$ cat src/rtl/word_pack64_if.sv
// word_pack64_if: u32 word stream in, packed u64 lane stream out.
// master = word source / lane sink, slave = the packer.
interface word_pack64_if;
  logic        in_valid;
  logic        in_ready;
  logic [31:0] in_data;
  logic        in_last;
  logic        out_valid;
  logic        out_ready;
  logic [63:0] out_data;
  logic        out_last;

  modport master (
    output in_valid, in_data, in_last, out_ready,
    input  in_ready, out_valid, out_data, out_last
  );

  modport slave (
    input  in_valid, in_data, in_last, out_ready,
    output in_ready, out_valid, out_data, out_last
  );
endinterface

$ cat src/rtl/word_pack64.sv
// word_pack64: packs pairs of u32 words into u64 lanes via a small FIFO.
// Optional PACK64_STATS_EN adds the out_words lane counter port.
module word_pack64 #(
  parameter int OUT_DEPTH = 2
) (
  input  logic         clk,
  input  logic         rst_n,
  word_pack64_if.slave bus,
  output logic         busy
`ifdef PACK64_STATS_EN
  ,
  output logic [15:0]  out_words
`endif
);
  localparam int PW = $clog2(OUT_DEPTH);
  localparam int CW = PW + 1;
  localparam logic [CW-1:0] FULL_C = CW'(OUT_DEPTH);
  localparam logic [PW-1:0] LAST_P = PW'(OUT_DEPTH - 1);

  typedef enum logic {
    S_LOW  = 1'b0,
    S_HIGH = 1'b1
  } state_t;

  state_t        r_state;
  state_t        w_state_nxt;
  logic [31:0]   r_hold;
  logic [31:0]   w_hold_nxt;
  logic [64:0]   r_mem [OUT_DEPTH];
  logic [PW-1:0] r_wp;
  logic [PW-1:0] r_rp;
  logic [CW-1:0] r_cnt;
  logic          w_full;
  logic          w_empty;
  logic          w_in_hs;
  logic          w_out_hs;
  logic          w_push;
  logic [63:0]   w_push_data;
  logic          w_push_last;
  logic [64:0]   w_head;

  function automatic logic [PW-1:0] f_inc(
    input logic [PW-1:0] p
  );
    return (p == LAST_P) ? '0 : p + 1'b1;
  endfunction

  assign w_full   = (r_cnt == FULL_C);
  assign w_empty  = (r_cnt == '0);
  assign w_in_hs  = bus.in_valid & ~w_full;
  assign w_out_hs = bus.out_ready & ~w_empty;
  assign w_head   = r_mem[r_rp];

  assign bus.in_ready  = ~w_full;
  assign bus.out_valid = ~w_empty;
  assign bus.out_data  = w_head[63:0];
  assign bus.out_last  = w_head[64];
  assign busy          = (r_state == S_HIGH) | ~w_empty;

  // Next state, held word and FIFO push request
  always_comb begin
    w_state_nxt = r_state;
    w_hold_nxt  = r_hold;
    w_push      = 1'b0;
    w_push_data = '0;
    w_push_last = 1'b0;
    if (w_in_hs) begin
      unique case (r_state)
        S_LOW: begin
          if (bus.in_last) begin
            w_push      = 1'b1;
            w_push_data = {32'h0, bus.in_data};
            w_push_last = 1'b1;
          end else begin
            w_hold_nxt  = bus.in_data;
            w_state_nxt = S_HIGH;
          end
        end
        S_HIGH: begin
          w_push      = 1'b1;
          w_push_data = {bus.in_data, r_hold};
          w_push_last = bus.in_last;
          w_state_nxt = S_LOW;
        end
        default: begin
          w_state_nxt = S_LOW;
        end
      endcase
    end
  end

  // State and held-word registers
  always_ff @(posedge clk) begin
    if (!rst_n) begin
      r_state <= S_LOW;
      r_hold  <= '0;
    end else begin
      r_state <= w_state_nxt;
      r_hold  <= w_hold_nxt;
    end
  end

  // Lane FIFO: storage, pointers and occupancy
  always_ff @(posedge clk) begin
    if (!rst_n) begin
      r_wp  <= '0;
      r_rp  <= '0;
      r_cnt <= '0;
      for (int i = 0; i < OUT_DEPTH; i++) begin
        r_mem[i] <= '0;
      end
    end else begin
      if (w_push) begin
        r_mem[r_wp] <= {w_push_last, w_push_data};
        r_wp        <= f_inc(r_wp);
      end
      if (w_out_hs) begin
        r_rp <= f_inc(r_rp);
      end
      unique case ({w_push, w_out_hs})
        2'b10:   r_cnt <= r_cnt + 1'b1;
        2'b01:   r_cnt <= r_cnt - 1'b1;
        default: r_cnt <= r_cnt;
      endcase
    end
  end

`ifdef PACK64_STATS_EN
  logic [15:0] r_out_words;

  assign out_words = r_out_words;

  // Count accepted output lanes, wrapping at 16 bits
  always_ff @(posedge clk) begin
    if (!rst_n) begin
      r_out_words <= '0;
    end else if (w_out_hs) begin
      r_out_words <= r_out_words + 16'd1;
    end
  end
`endif

endmodule

$ cat src/flat_wrapper.sv
// flat-port wrapper written by rule: the top's interface ports become plain ports
module word_pack64_flat 
#(
  parameter int OUT_DEPTH = 2
)
  (clk, rst_n, busy, bus_in_valid, bus_in_data, bus_in_last, bus_out_ready, bus_in_ready, bus_out_valid, bus_out_data, bus_out_last);
  word_pack64_if bus_i ();
  input  logic clk;
  input  logic rst_n;
  output logic busy;
  input wire logic [$bits(bus_i.in_valid)-1:0] bus_in_valid;
  input wire logic [$bits(bus_i.in_data)-1:0] bus_in_data;
  input wire logic [$bits(bus_i.in_last)-1:0] bus_in_last;
  input wire logic [$bits(bus_i.out_ready)-1:0] bus_out_ready;
  output wire logic [$bits(bus_i.in_ready)-1:0] bus_in_ready;
  output wire logic [$bits(bus_i.out_valid)-1:0] bus_out_valid;
  output wire logic [$bits(bus_i.out_data)-1:0] bus_out_data;
  output wire logic [$bits(bus_i.out_last)-1:0] bus_out_last;
  assign bus_i.in_valid = bus_in_valid;
  assign bus_i.in_data = bus_in_data;
  assign bus_i.in_last = bus_in_last;
  assign bus_i.out_ready = bus_out_ready;
  assign bus_in_ready = bus_i.in_ready;
  assign bus_out_valid = bus_i.out_valid;
  assign bus_out_data = bus_i.out_data;
  assign bus_out_last = bus_i.out_last;
  word_pack64 #(.OUT_DEPTH(OUT_DEPTH)) u_core (.clk(clk), .rst_n(rst_n), .bus(bus_i), .busy(busy));
endmodule
$ cat config.mk
export PLATFORM = sky130hd
export DESIGN_NAME = word_pack64_flat
export DESIGN_NICKNAME = d
export VERILOG_FILES = /design/src/rtl/word_pack64_if.sv /design/src/rtl/word_pack64.sv /design/src/flat_wrapper.sv
export SDC_FILE = /design/constraint.sdc
export NUM_CORES = 1
export LEC_CHECK = 0
export ABC_AREA = 1
export CAP_MARGIN = 30
export CELL_PAD_IN_SITES_DETAIL_PLACEMENT = 1
export CELL_PAD_IN_SITES_GLOBAL_PLACEMENT = 2
export CORE_MARGIN = 2
export CORE_UTILIZATION = 38
export CTS_CLUSTER_SIZE = 28
export DETAILED_ROUTE_END_ITERATION = 6
export GPL_TIMING_DRIVEN = 0
export PLACE_DENSITY = 0.86
export SYNTH_ARGS = -nofsm -noshare
export SYNTH_HDL_FRONTEND = slang
export SYNTH_SLANG_ARGS = --single-unit
$ cat constraint.sdc
create_clock -name clk -period 5.41 [get_ports clk]
set_clock_uncertainty 0.1 [all_clocks]
set_input_delay 1.082 -clock clk [delete_from_list [all_inputs] [get_ports clk]]
set_output_delay 1.082 -clock clk [all_outputs]
set_load 0.02 [all_outputs]
==> results.rst, run 1 <==
.. list-table::
   :header-rows: 1

   * - Metric
     - Value
   * - Status
     - finished clean
   * - Crit end category
     - output pin
   * - Cell-internal power
     - 2.65 mW
   * - Mean number of vias per cell
     - 4.83
   * - Post-DRT Antenna Nets
     - 0
   * - Unique cell type count in the Yosys netlist
     - 23
   * - Synth Warn #
     - 0
   * - Number of endpoints with negative hold slack in the final report
     - 0
   * - Number of resized instances in the post-cts repair step
     - 0
   * - Diode insertion count for antenna repair
     - 0
   * - Final core occ
     - 49.6%
   * - Total Negative Setup Slacks
     - 0 ns
   * - Part of the Yosys area used for sequential elements
     - 63.6%
   * - Clock slew at reported path FFs
     - 0.06 ns
   * - GR Overflow Total
     - 0
   * - CTS tree
     - done
   * - Average detailed-routed wire length per instance
     - 17.6 µm
   * - Detailed placer's ending HPWL
     - 13400 µm
   * - Power density over cell area
     - 396 nW/µm²
   * - Shortest clock period the worst path allows after layout
     - 3.55 ns
   * - Clock buffer count from CTS
     - 17
   * - Filler cell count
     - 2047
   * - Sw frac
     - 28.5%
   * - Post-synthesis instance area
     - 7340 µm²
   * - Final worst path period share
     - 65.7%
   * - Top library cells by usage in the layout, fill and taps aside
     - sky130_fd_sc_hd__nor2_1 (201), sky130_fd_sc_hd__nand2_1 (135), sky130_fd_sc_hd__edfxtp_1 (130)
   * - Crit path cell chain
     - buf_2 -> buf_2 -> mux2_2 -> clkdlybuf4s50_1
   * - Delay of the slowest critical-path stage
     - 0.55 ns
   * - Worst Path Buf+Inv
     - 3
   * - Leakage power
     - 3.63 nW
   * - Via count of the first global-routing pass
     - 5789
   * - Maximum number of pins on one net before global-route repair
     - 50
   * - Count of buffers from port buffering
     - 104
   * - Most common cell after layout, fill and taps aside
     - sky130_fd_sc_hd__nor2_1
   * - Largest delay contributor family on the critical path
     - buffers and inverters
   * - Share of cells above drive strength 1
     - 15.2%
   * - Die height
     - 143 µm
   * - DIE WIDTH
     - 143 µm
   * - Global placer's final weighted congestion
     - 0.733
   * - Final setup violation count
     - 0
   * - Setup bufs post-CTS
     - 0
   * - Final Max Slew Viols
     - 0
   * - Max H-tree Level
     - 4
   * - Share of power burned in combinational logic
     - 26.0%
   * - Transition time at the pin with the least slew margin
     - 0.731 ns
   * - Synthesized netlist net count
     - 738
   * - Source-to-sink clock delay at the later pin of the worst-skew pair
     - 0.42 ns
   * - Layout Area Growth over Synthesis
     - 27.3%
   * - Headroom to the max-slew limit
     - 51.2%
   * - Wire length of the first global-routing pass
     - 30500 µm
   * - Peak VDD IR
     - 230 µV
   * - Startpoint types
     - register
   * - Number of DRC markers after the initial detailed-route iteration
     - 253
   * - Initial standard-cell utilization of the core
     - 39.0%
   * - Total Wirelength
     - 19400 µm
   * - Endpoint required time on the critical path
     - 4.23 ns
   * - Achievable clock frequency
     - 0.282 GHz
   * - Total power
     - 3.70 mW
   * - Pre-Repair DR Iteration Count
     - 5
   * - Total of max-cap violations
     - 0
   * - Overall via count from detail_route
     - 5301
   * - Maximum number of buffers from clock root to sink
     - 2
   * - Worst endpoint data arrival time
     - 2.37 ns
   * - Worst min-delay path class
     - register to register
   * - Master cell of the clock root buffer
     - sky130_fd_sc_hd__clkbuf_16
   * - GRT Util Overall
     - 20.0%
   * - Syn_area_per_cell
     - 10.5 µm²
   * - Slowest stage cell, crit path
     - sky130_fd_sc_hd__clkdlybuf4s50_1
   * - Count of flip-flops with a built-in enable after synthesis
     - 130
   * - Ys flop type
     - sky130_fd_sc_hd__edfxtp_1
   * - Final routed DRC violation total
     - 0
   * - Post-synthesis async set-or-reset flop share
     - 0%
   * - Unrepaired setup endpoints after global routing
     - false
   * - Maximum net fanout on the critical path
     - 10
   * - Synthesis-stage register bit count
     - 168
   * - Number of top-level pins
     - 105
   * - Number of sinks handled by clock tree synthesis
     - 168
   * - Area of the die
     - 20400 µm²
   * - Sequential fraction of design power
     - 41.6%
   * - Layout Nets
     - 863
   * - Core Box Area
     - 18800 µm²
   * - # hold bufs at CTS
     - 0
   * - Worst path most repeated cell
     - sky130_fd_sc_hd__buf_2
   * - Antenna violations before repair
     - 1
   * - Proportion of power drawn by the clock network
     - 32.3%
   * - Kind of critical path
     - register to output pin
   * - Cell count after synthesis
     - 700
   * - Switching power total
     - 1.06 mW
   * - Floorplan row count
     - 50
[final timing paths]
| check | from | end | slack [ns] | cells past startpoint |
|---|---|---|---|---|
| max | register | bus_out_data[28] | 1.86 | 4 |
| min | u_core.r_rp$_SDFFE_PN0P_ | u_core.r_rp$_SDFFE_PN0P_ | 0.41 | 2 |
| max reg2reg | u_core.r_cnt[0]$_SDFFE_PN0P_ | u_core.r_mem[1][16]$_SDFFCE_PN0P_ | 3.01 | 9 |
| min reg2reg | u_core.r_rp$_SDFFE_PN0P_ | u_core.r_rp$_SDFFE_PN0P_ | 0.41 | 2 |
[logic make-up after synthesis]
family                     count (synthesis)  share of synthesized area, %
muxes                                     65                          9.97
xor gates and xnor gates                   1                         0.119
AOI/OAI and AO/OA                         37                          2.56
adders and majority gates                  1                         0.170
and+or+nand+nor                          348                          18.3
DFF                                      168                          63.6
buffers and inverters                     80                          5.35
[area by class of cell]
cell class	instances	area [µm²]	share of cell area, %
tap	260	325	3.48
inverter	38	143	1.53
clock buffer	22	444	4.76
multi-input combinational	452	2300	24.6
clock inverter	10	128	1.37
buffer	42	250	2.68
sequential	168	4660	49.9
timing repair buffer	106	1090	11.7
[cells in the mapped netlist (2+ instances only)]
master / instances / area [µm²]
sky130_fd_sc_hd__mux2_2: 65 / 732
sky130_fd_sc_hd__buf_1: 2 / 7.51
sky130_fd_sc_hd__buf_6: 9 / 101
sky130_fd_sc_hd__a21oi_1: 3 / 15.0
sky130_fd_sc_hd__dfxtp_1: 38 / 761
sky130_fd_sc_hd__o21ai_0: 33 / 165
sky130_fd_sc_hd__edfxtp_1: 130 / 3900
sky130_fd_sc_hd__nand3_1: 4 / 20.0
sky130_fd_sc_hd__clkbuf_1: 13 / 48.8
sky130_fd_sc_hd__nor2_1: 201 / 754
sky130_fd_sc_hd__buf_2: 17 / 85.1
sky130_fd_sc_hd__nand2_1: 137 / 514
sky130_fd_sc_hd__nand2_4: 2 / 22.5
sky130_fd_sc_hd__inv_1: 37 / 139
[power by group through the flow]
stage	clock [mW]	combinational (mW)	sequential [mW]
after floorplan	0	0.567	1.56
after global placement	0	0.939	1.57
after detailed placement	0	0.968	1.57
after CTS	1.21	0.978	1.54
after global routing	1.27	1.04	1.55
final	1.20	0.963	1.54
[worst min-delay path, stage by stage, from the launching register on]
cell and delay, ns:
sky130_fd_sc_hd__dfxtp_1 0.33, sky130_fd_sc_hd__nor2_1 0.06, sky130_fd_sc_hd__nor2_1 0.09
[per-layer routing]
metal	vias up	wire, µm	global-route usage, %
li1	2535	-	-
met1	2634	8550	25.1
met2	105	9810	34.8
met3	25	743	4.49
met4	2	237	5.47
met5	-	13	0
[metrics by stage]
step | setup slack [ns] | std cells | instance area [µm²] | hold WS [ns]
finish | 1.86 | 1098 | 9340 | 0.410
global route | 1.74 | 1098 | 9340 | 0.434
CTS | 1.80 | 1098 | 9340 | 0.414
detailed placement | 1.75 | 1066 | 8770 | 0.399
global placement | 0.0680 | 1064 | 8710 | 0.382
floorplan | 1.77 | 700 | 7340 | 0.367
[state kept, by name, indices dropped and copies added (netlist names), named ones only]
name	cells
u_core.r_cnt	2
u_core.r_mem	130
u_core.r_state	1
u_core.r_wp	1
u_core.r_rp	1
u_core.r_hold	32
Power figures use the tool's default switching activity.
==> run 2, diff against run 1 <==
Settings changed: CORE_UTILIZATION 38 to 35, PLACE_DENSITY 0.86 to 0.8.
Clock period 5.41 ns to 3.62 ns, I/O delays scaled along.
==> results.rst, run 2 (same netlist as run 1, synthesis figures left out) <==
.. list-table::
   :header-rows: 1

   * - Metric
     - Value
   * - Status
     - finished clean
   * - Largest registers ranked by flip-flop count
     - u_core.r_mem: 130 flops, u_core.r_hold: 32 flops, u_core.r_cnt: 2 flops
   * - Unrepaired setup endpoints after global routing
     - false
   * - Maximum number of pins on one net before global-route repair
     - 37
   * - Largest register by flop count
     - u_core.r_mem
   * - Number of sinks handled by clock tree synthesis
     - 168
   * - Maximum net fanout on the critical path
     - 10
   * - Total Negative Setup Slacks
     - 0 ns
   * - Master cell of the clock root buffer
     - sky130_fd_sc_hd__clkbuf_16
   * - DIE WIDTH
     - 149 µm
   * - Global placer's final weighted congestion
     - 0.731
   * - Maximum number of buffers from clock root to sink
     - 2
   * - GRT Util Overall
     - 18.9%
   * - Floorplan row count
     - 52
   * - Kind of critical path
     - register to output pin
   * - Worst path most repeated cell
     - sky130_fd_sc_hd__buf_2
   * - Leakage power
     - 3.61 nW
   * - Area of the die
     - 22100 µm²
   * - Peak VDD IR
     - 373 µV
   * - Shortest clock period the worst path allows after layout
     - 3.17 ns
   * - Final routed DRC violation total
     - 0
   * - GR Overflow Total
     - 0
   * - Crit path cell chain
     - buf_2 -> buf_2 -> mux2_2 -> clkdlybuf4s50_1
   * - Headroom to the max-slew limit
     - 54.7%
   * - Layout Nets
     - 863
   * - Slowest stage cell, crit path
     - sky130_fd_sc_hd__clkdlybuf4s50_1
   * - Delay of the slowest critical-path stage
     - 0.55 ns
   * - Source-to-sink clock delay at the later pin of the worst-skew pair
     - 0.42 ns
   * - Min Hold Slack
     - 0.417 ns
   * - Via count of the first global-routing pass
     - 5852
   * - Die height
     - 149 µm
   * - Transition time at the pin with the least slew margin
     - 0.679 ns
   * - Clock buffer count from CTS
     - 17
   * - Endpoint required time on the critical path
     - 2.80 ns
   * - Achievable clock frequency
     - 0.316 GHz
   * - Post-DRT Antenna Nets
     - 0
   * - Final worst path period share
     - 87.5%
   * - Diode insertion count for antenna repair
     - 0
   * - Total Wirelength
     - 19800 µm
   * - Detailed placer's ending HPWL
     - 13900 µm
   * - CTS tree
     - done
   * - Number of endpoints with negative hold slack in the final report
     - 0
   * - Total of max-cap violations
     - 0
   * - Overall via count from detail_route
     - 5284
   * - Number of resized instances in the post-cts repair step
     - 0
   * - # hold bufs at CTS
     - 0
   * - Share of cells above drive strength 1
     - 15.5%
   * - Number of flip-flops in the largest register
     - 130
   * - Setup bufs post-CTS
     - 0
   * - Clock slew at reported path FFs
     - 0.07 ns
   * - Worst endpoint data arrival time
     - 2.34 ns
   * - Wire length of the first global-routing pass
     - 31400 µm
   * - Startpoint types
     - register
   * - Final setup violation count
     - 0
   * - Max H-tree Level
     - 4
   * - Total power
     - 5.50 mW
   * - Crit end category
     - output pin
   * - Worst min-delay path class
     - register to register
   * - Most common cell after layout, fill and taps aside
     - sky130_fd_sc_hd__nor2_1
   * - Core Box Area
     - 20400 µm²
   * - Number of top-level pins
     - 105
   * - Final Max Slew Viols
     - 0
   * - Average detailed-routed wire length per instance
     - 17.9 µm
   * - Layout Area Growth over Synthesis
     - 27.2%
   * - Power density over cell area
     - 589 nW/µm²
   * - Count of buffers from port buffering
     - 104
   * - Antenna violations before repair
     - 0
   * - Mean number of vias per cell
     - 4.77
   * - Pre-Repair DR Iteration Count
     - 6
   * - Initial standard-cell utilization of the core
     - 35.9%
   * - Top library cells by usage in the layout, fill and taps aside
     - sky130_fd_sc_hd__nor2_1 (201), sky130_fd_sc_hd__nand2_1 (135), sky130_fd_sc_hd__edfxtp_1 (130)
   * - Number of DRC markers after the initial detailed-route iteration
     - 272
run 2: cell types whose count changed in the layout (fill, tap and decap cells not counted), sizes merged:
cell      before  now
bufinv         3    2
clkbuf        35   32
clkinv         6    5
clkinvlp       1    4
inv           38   40
run 2: worst paths after layout:
| path | startpoint | end | slack, ns | cells past startpoint |
|---|---|---|---|---|
| min reg2reg | u_core.r_rp$_SDFFE_PN0P_ | register | 0.42 | 2 |
| min | u_core.r_rp$_SDFFE_PN0P_ | register | 0.42 | 2 |
| max reg2reg | u_core.r_cnt[0]$_SDFFE_PN0P_ | u_core.r_mem[0][17]$_SDFFCE_PN0P_ | 1.23 | 9 |
| max | register | bus_out_data[33] | 0.45 | 4 |
run 2: layout make-up:
type | instances | area (µm²)
fillers | 2266 | 11100
flip-flops and latches | 168 | 4660
multi-input cells | 452 | 2300
repair buffers | 106 | 1080
clock buffers | 19 | 433
well taps | 270 | 338
plain buffers | 42 | 250
inverters | 38 | 143
clock inverters | 13 | 129
run 2: power by group:
part	internal [mW]	switching [mW]	leakage (nW)	total (mW)
clock	1.01	0.752	0.262	1.76
combinational	0.626	0.809	1.68	1.43
sequential	2.25	0.0548	1.67	2.30
total	3.88	1.62	3.61	5.50
run 2: critical path, delay by kind of cell, from the launching register on:
kind | cells | cell delay, ns
flops | 1 | 0.33
buf+inv | 3 | 1.18
mux | 1 | 0.41
run 2: per-layer routing:
| layer | wire (µm) | vias up | part of all wire, % | GRT usage [%] |
|---|---|---|---|---|
| li1 | - | 2537 | - | - |
| met1 | 8750 | 2608 | 44 | 23.7 |
| met2 | 10100 | 123 | 51 | 33.5 |
| met3 | 774 | 16 | 3.9 | 3.76 |
| met4 | 219 | 0 | 1.1 | 4.76 |
| met5 | 0 | - | 0 | 0 |
run 2: through the flow:
step	setup WS [ns]	util [%]	instance area [µm²]	std cells
detailed placement	0.354	42.9	8770	1076
CTS	0.400	45.7	9340	1108
global placement	-1.37	42.7	8720	1074
floorplan	0.343	-	7340	700
global route	0.358	45.7	9340	1108
finish	0.452	45.7	9340	1108
==> run 3, diff against run 2 <==
Settings changed: MAX_ROUTING_LAYER set to met4.
==> results.rst, run 3 (same netlist as run 1, synthesis figures left out) <==
.. list-table::
   :header-rows: 1

   * - Metric
     - Value
   * - Crit end category
     - output pin
   * - GR Overflow Total
     - 0
   * - Initial standard-cell utilization of the core
     - 35.9%
   * - Worst endpoint data arrival time
     - 2.35 ns
   * - Startpoint types
     - register
   * - Peak VDD IR
     - 375 µV
   * - Number of resized instances in the post-cts repair step
     - 0
   * - Overall via count from detail_route
     - 5271
   * - Endpoint required time on the critical path
     - 2.80 ns
   * - Largest registers ranked by flip-flop count
     - u_core.r_mem: 130 flops, u_core.r_hold: 32 flops, u_core.r_cnt: 2 flops
   * - Placed Cells
     - 1076
   * - Die height
     - 149 µm
   * - Cell-internal power
     - 3.88 mW
   * - Min Hold Slack
     - 0.417 ns
   * - # hold bufs at CTS
     - 0
   * - Top library cells by usage in the layout, fill and taps aside
     - sky130_fd_sc_hd__nor2_1 (201), sky130_fd_sc_hd__nand2_1 (135), sky130_fd_sc_hd__edfxtp_1 (130)
   * - Achievable clock frequency
     - 0.315 GHz
   * - Most common cell after layout, fill and taps aside
     - sky130_fd_sc_hd__nor2_1
   * - Final setup violation count
     - 0
   * - Leakage power
     - 3.61 nW
   * - Launch instance of the worst min-delay path
     - u_core.r_rp$_SDFFE_PN0P_
   * - Mean number of vias per cell
     - 4.76
   * - Shortest clock period the worst path allows after layout
     - 3.18 ns
   * - Final worst path period share
     - 87.8%
   * - Transition time at the pin with the least slew margin
     - 0.687 ns
   * - Number of flip-flops in the largest register
     - 130
   * - Total of max-cap violations
     - 0
   * - Share of cells above drive strength 1
     - 15.5%
   * - Unrepaired setup endpoints after global routing
     - false
   * - Delay of the slowest critical-path stage
     - 0.55 ns
   * - Sequential fraction of design power
     - 41.8%
   * - Final Max Slew Viols
     - 0
   * - Non-filler cells in the finished layout
     - 1108
   * - Largest register by flop count
     - u_core.r_mem
   * - Share of power burned in combinational logic
     - 26.1%
   * - CTS tree
     - done
   * - Status
     - finished clean
   * - Setup bufs post-CTS
     - 0
   * - Global placer's final weighted congestion
     - 0.740
   * - Maximum net fanout on the critical path
     - 10
   * - Maximum number of buffers from clock root to sink
     - 2
   * - Slowest stage cell, crit path
     - sky130_fd_sc_hd__clkdlybuf4s50_1
   * - Pre-Repair DR Iteration Count
     - 6
   * - Max H-tree Level
     - 4
   * - Master cell of the clock root buffer
     - sky130_fd_sc_hd__clkbuf_16
   * - Maximum number of pins on one net before global-route repair
     - 37
   * - Worst Hold Path Cells
     - 2
   * - Detailed placer's ending HPWL
     - 13900 µm
   * - Power density over cell area
     - 590 nW/µm²
   * - Count of buffers from port buffering
     - 104
   * - Headroom to the max-slew limit
     - 54.2%
   * - Clock buffer count from CTS
     - 17
   * - Proportion of power drawn by the clock network
     - 32.1%
   * - Sw frac
     - 29.4%
   * - Floorplan row count
     - 52
   * - Layout Nets
     - 863
   * - Beginning of the worst register-to-register path
     - u_core.r_cnt[0]$_SDFFE_PN0P_
   * - Number of top-level pins
     - 105
   * - Source-to-sink clock delay at the later pin of the worst-skew pair
     - 0.43 ns
   * - Worst min-delay path class
     - register to register
   * - Number of endpoints with negative hold slack in the final report
     - 0
   * - GRT Util Overall
     - 19.5%
   * - Via count of the first global-routing pass
     - 5827
   * - Antenna violations before repair
     - 0
   * - Number of sinks handled by clock tree synthesis
     - 168
   * - Average detailed-routed wire length per instance
     - 17.9 µm
   * - Core Box Area
     - 20400 µm²
   * - Clock slew at reported path FFs
     - 0.07 ns
   * - Area of the die
     - 22100 µm²
   * - Worst path most repeated cell
     - sky130_fd_sc_hd__buf_2
   * - Total Wirelength
     - 19800 µm
   * - Kind of critical path
     - register to output pin
   * - Switching power total
     - 1.62 mW
   * - Diode insertion count for antenna repair
     - 0
   * - Wire length of the first global-routing pass
     - 31400 µm
   * - Number of DRC markers after the initial detailed-route iteration
     - 269
   * - DIE WIDTH
     - 149 µm
   * - Final routed DRC violation total
     - 0
   * - Post-DRT Antenna Nets
     - 0
   * - Crit path cell chain
     - buf_2 -> buf_2 -> mux2_2 -> clkdlybuf4s50_1
   * - Number of cells on the worst reg-to-reg path
     - 9
   * - Layout Area Growth over Synthesis
     - 27.2%
-- run 3: cell counts in the layout (fill, tap and decap cells not counted) --
No cell type changed its count.
-- run 3: power groups by stage --
stage	Combinational [mW]	Clock [mW]	Sequential, mW
after floorplan	0.848	0	2.33
after global placement	1.41	0	2.34
after detailed placement	1.45	0	2.35
after CTS	1.46	1.79	2.31
after global routing	1.55	1.88	2.32
final	1.44	1.77	2.30
-- run 3: area by class of cell --
cell class              count  area [µm²]
plain buffers              42         250
clock buffers              19         433
clock inverters            13         129
fillers                  2266       11100
inverters                  38         143
multi-input cells         452        2300
flip-flops and latches    168        4660
well taps                 270         338
repair buffers            106        1080
-- run 3: path summary, 6_finish.rpt --
check | end | slack (ns)
hold / removal | register | 0.42
setup reg to reg | u_core.r_mem[0][17]$_SDFFCE_PN0P_ | 1.22
hold reg to reg | register | 0.42
setup / recovery | bus_out_data[33] | 0.44
-- run 3: layer usage --
layer	wire, µm	GRT usage [%]
met2	10000	33.5
met5	0	-
met1	8850	23.8
met3	708	3.79
met4	220	4.62
-- run 3: metrics by stage --
step | TNS [ns] | util [%] | setup WS [ns] | area, µm² | power (mW)
2_1_floorplan | 0 | - | 0.343 | 7340 | 3.18
3_3_place_gp | -176.96 | 42.7 | -1.37 | 8720 | 3.76
5_1_grt | 0 | 45.7 | 0.355 | 9340 | 5.75
6_report | 0 | 45.7 | 0.441 | 9340 | 5.50
3_5_place_dp | 0 | 42.9 | 0.354 | 8770 | 3.80
4_1_cts | 0 | 45.7 | 0.400 | 9340 | 5.56
-- run 3: worst max-delay path, delay by kind of cell (launching register included) --
kind	cells	cell delay (ns)
buf+inv	3	1.18
flops	1	0.33
mux	1	0.41
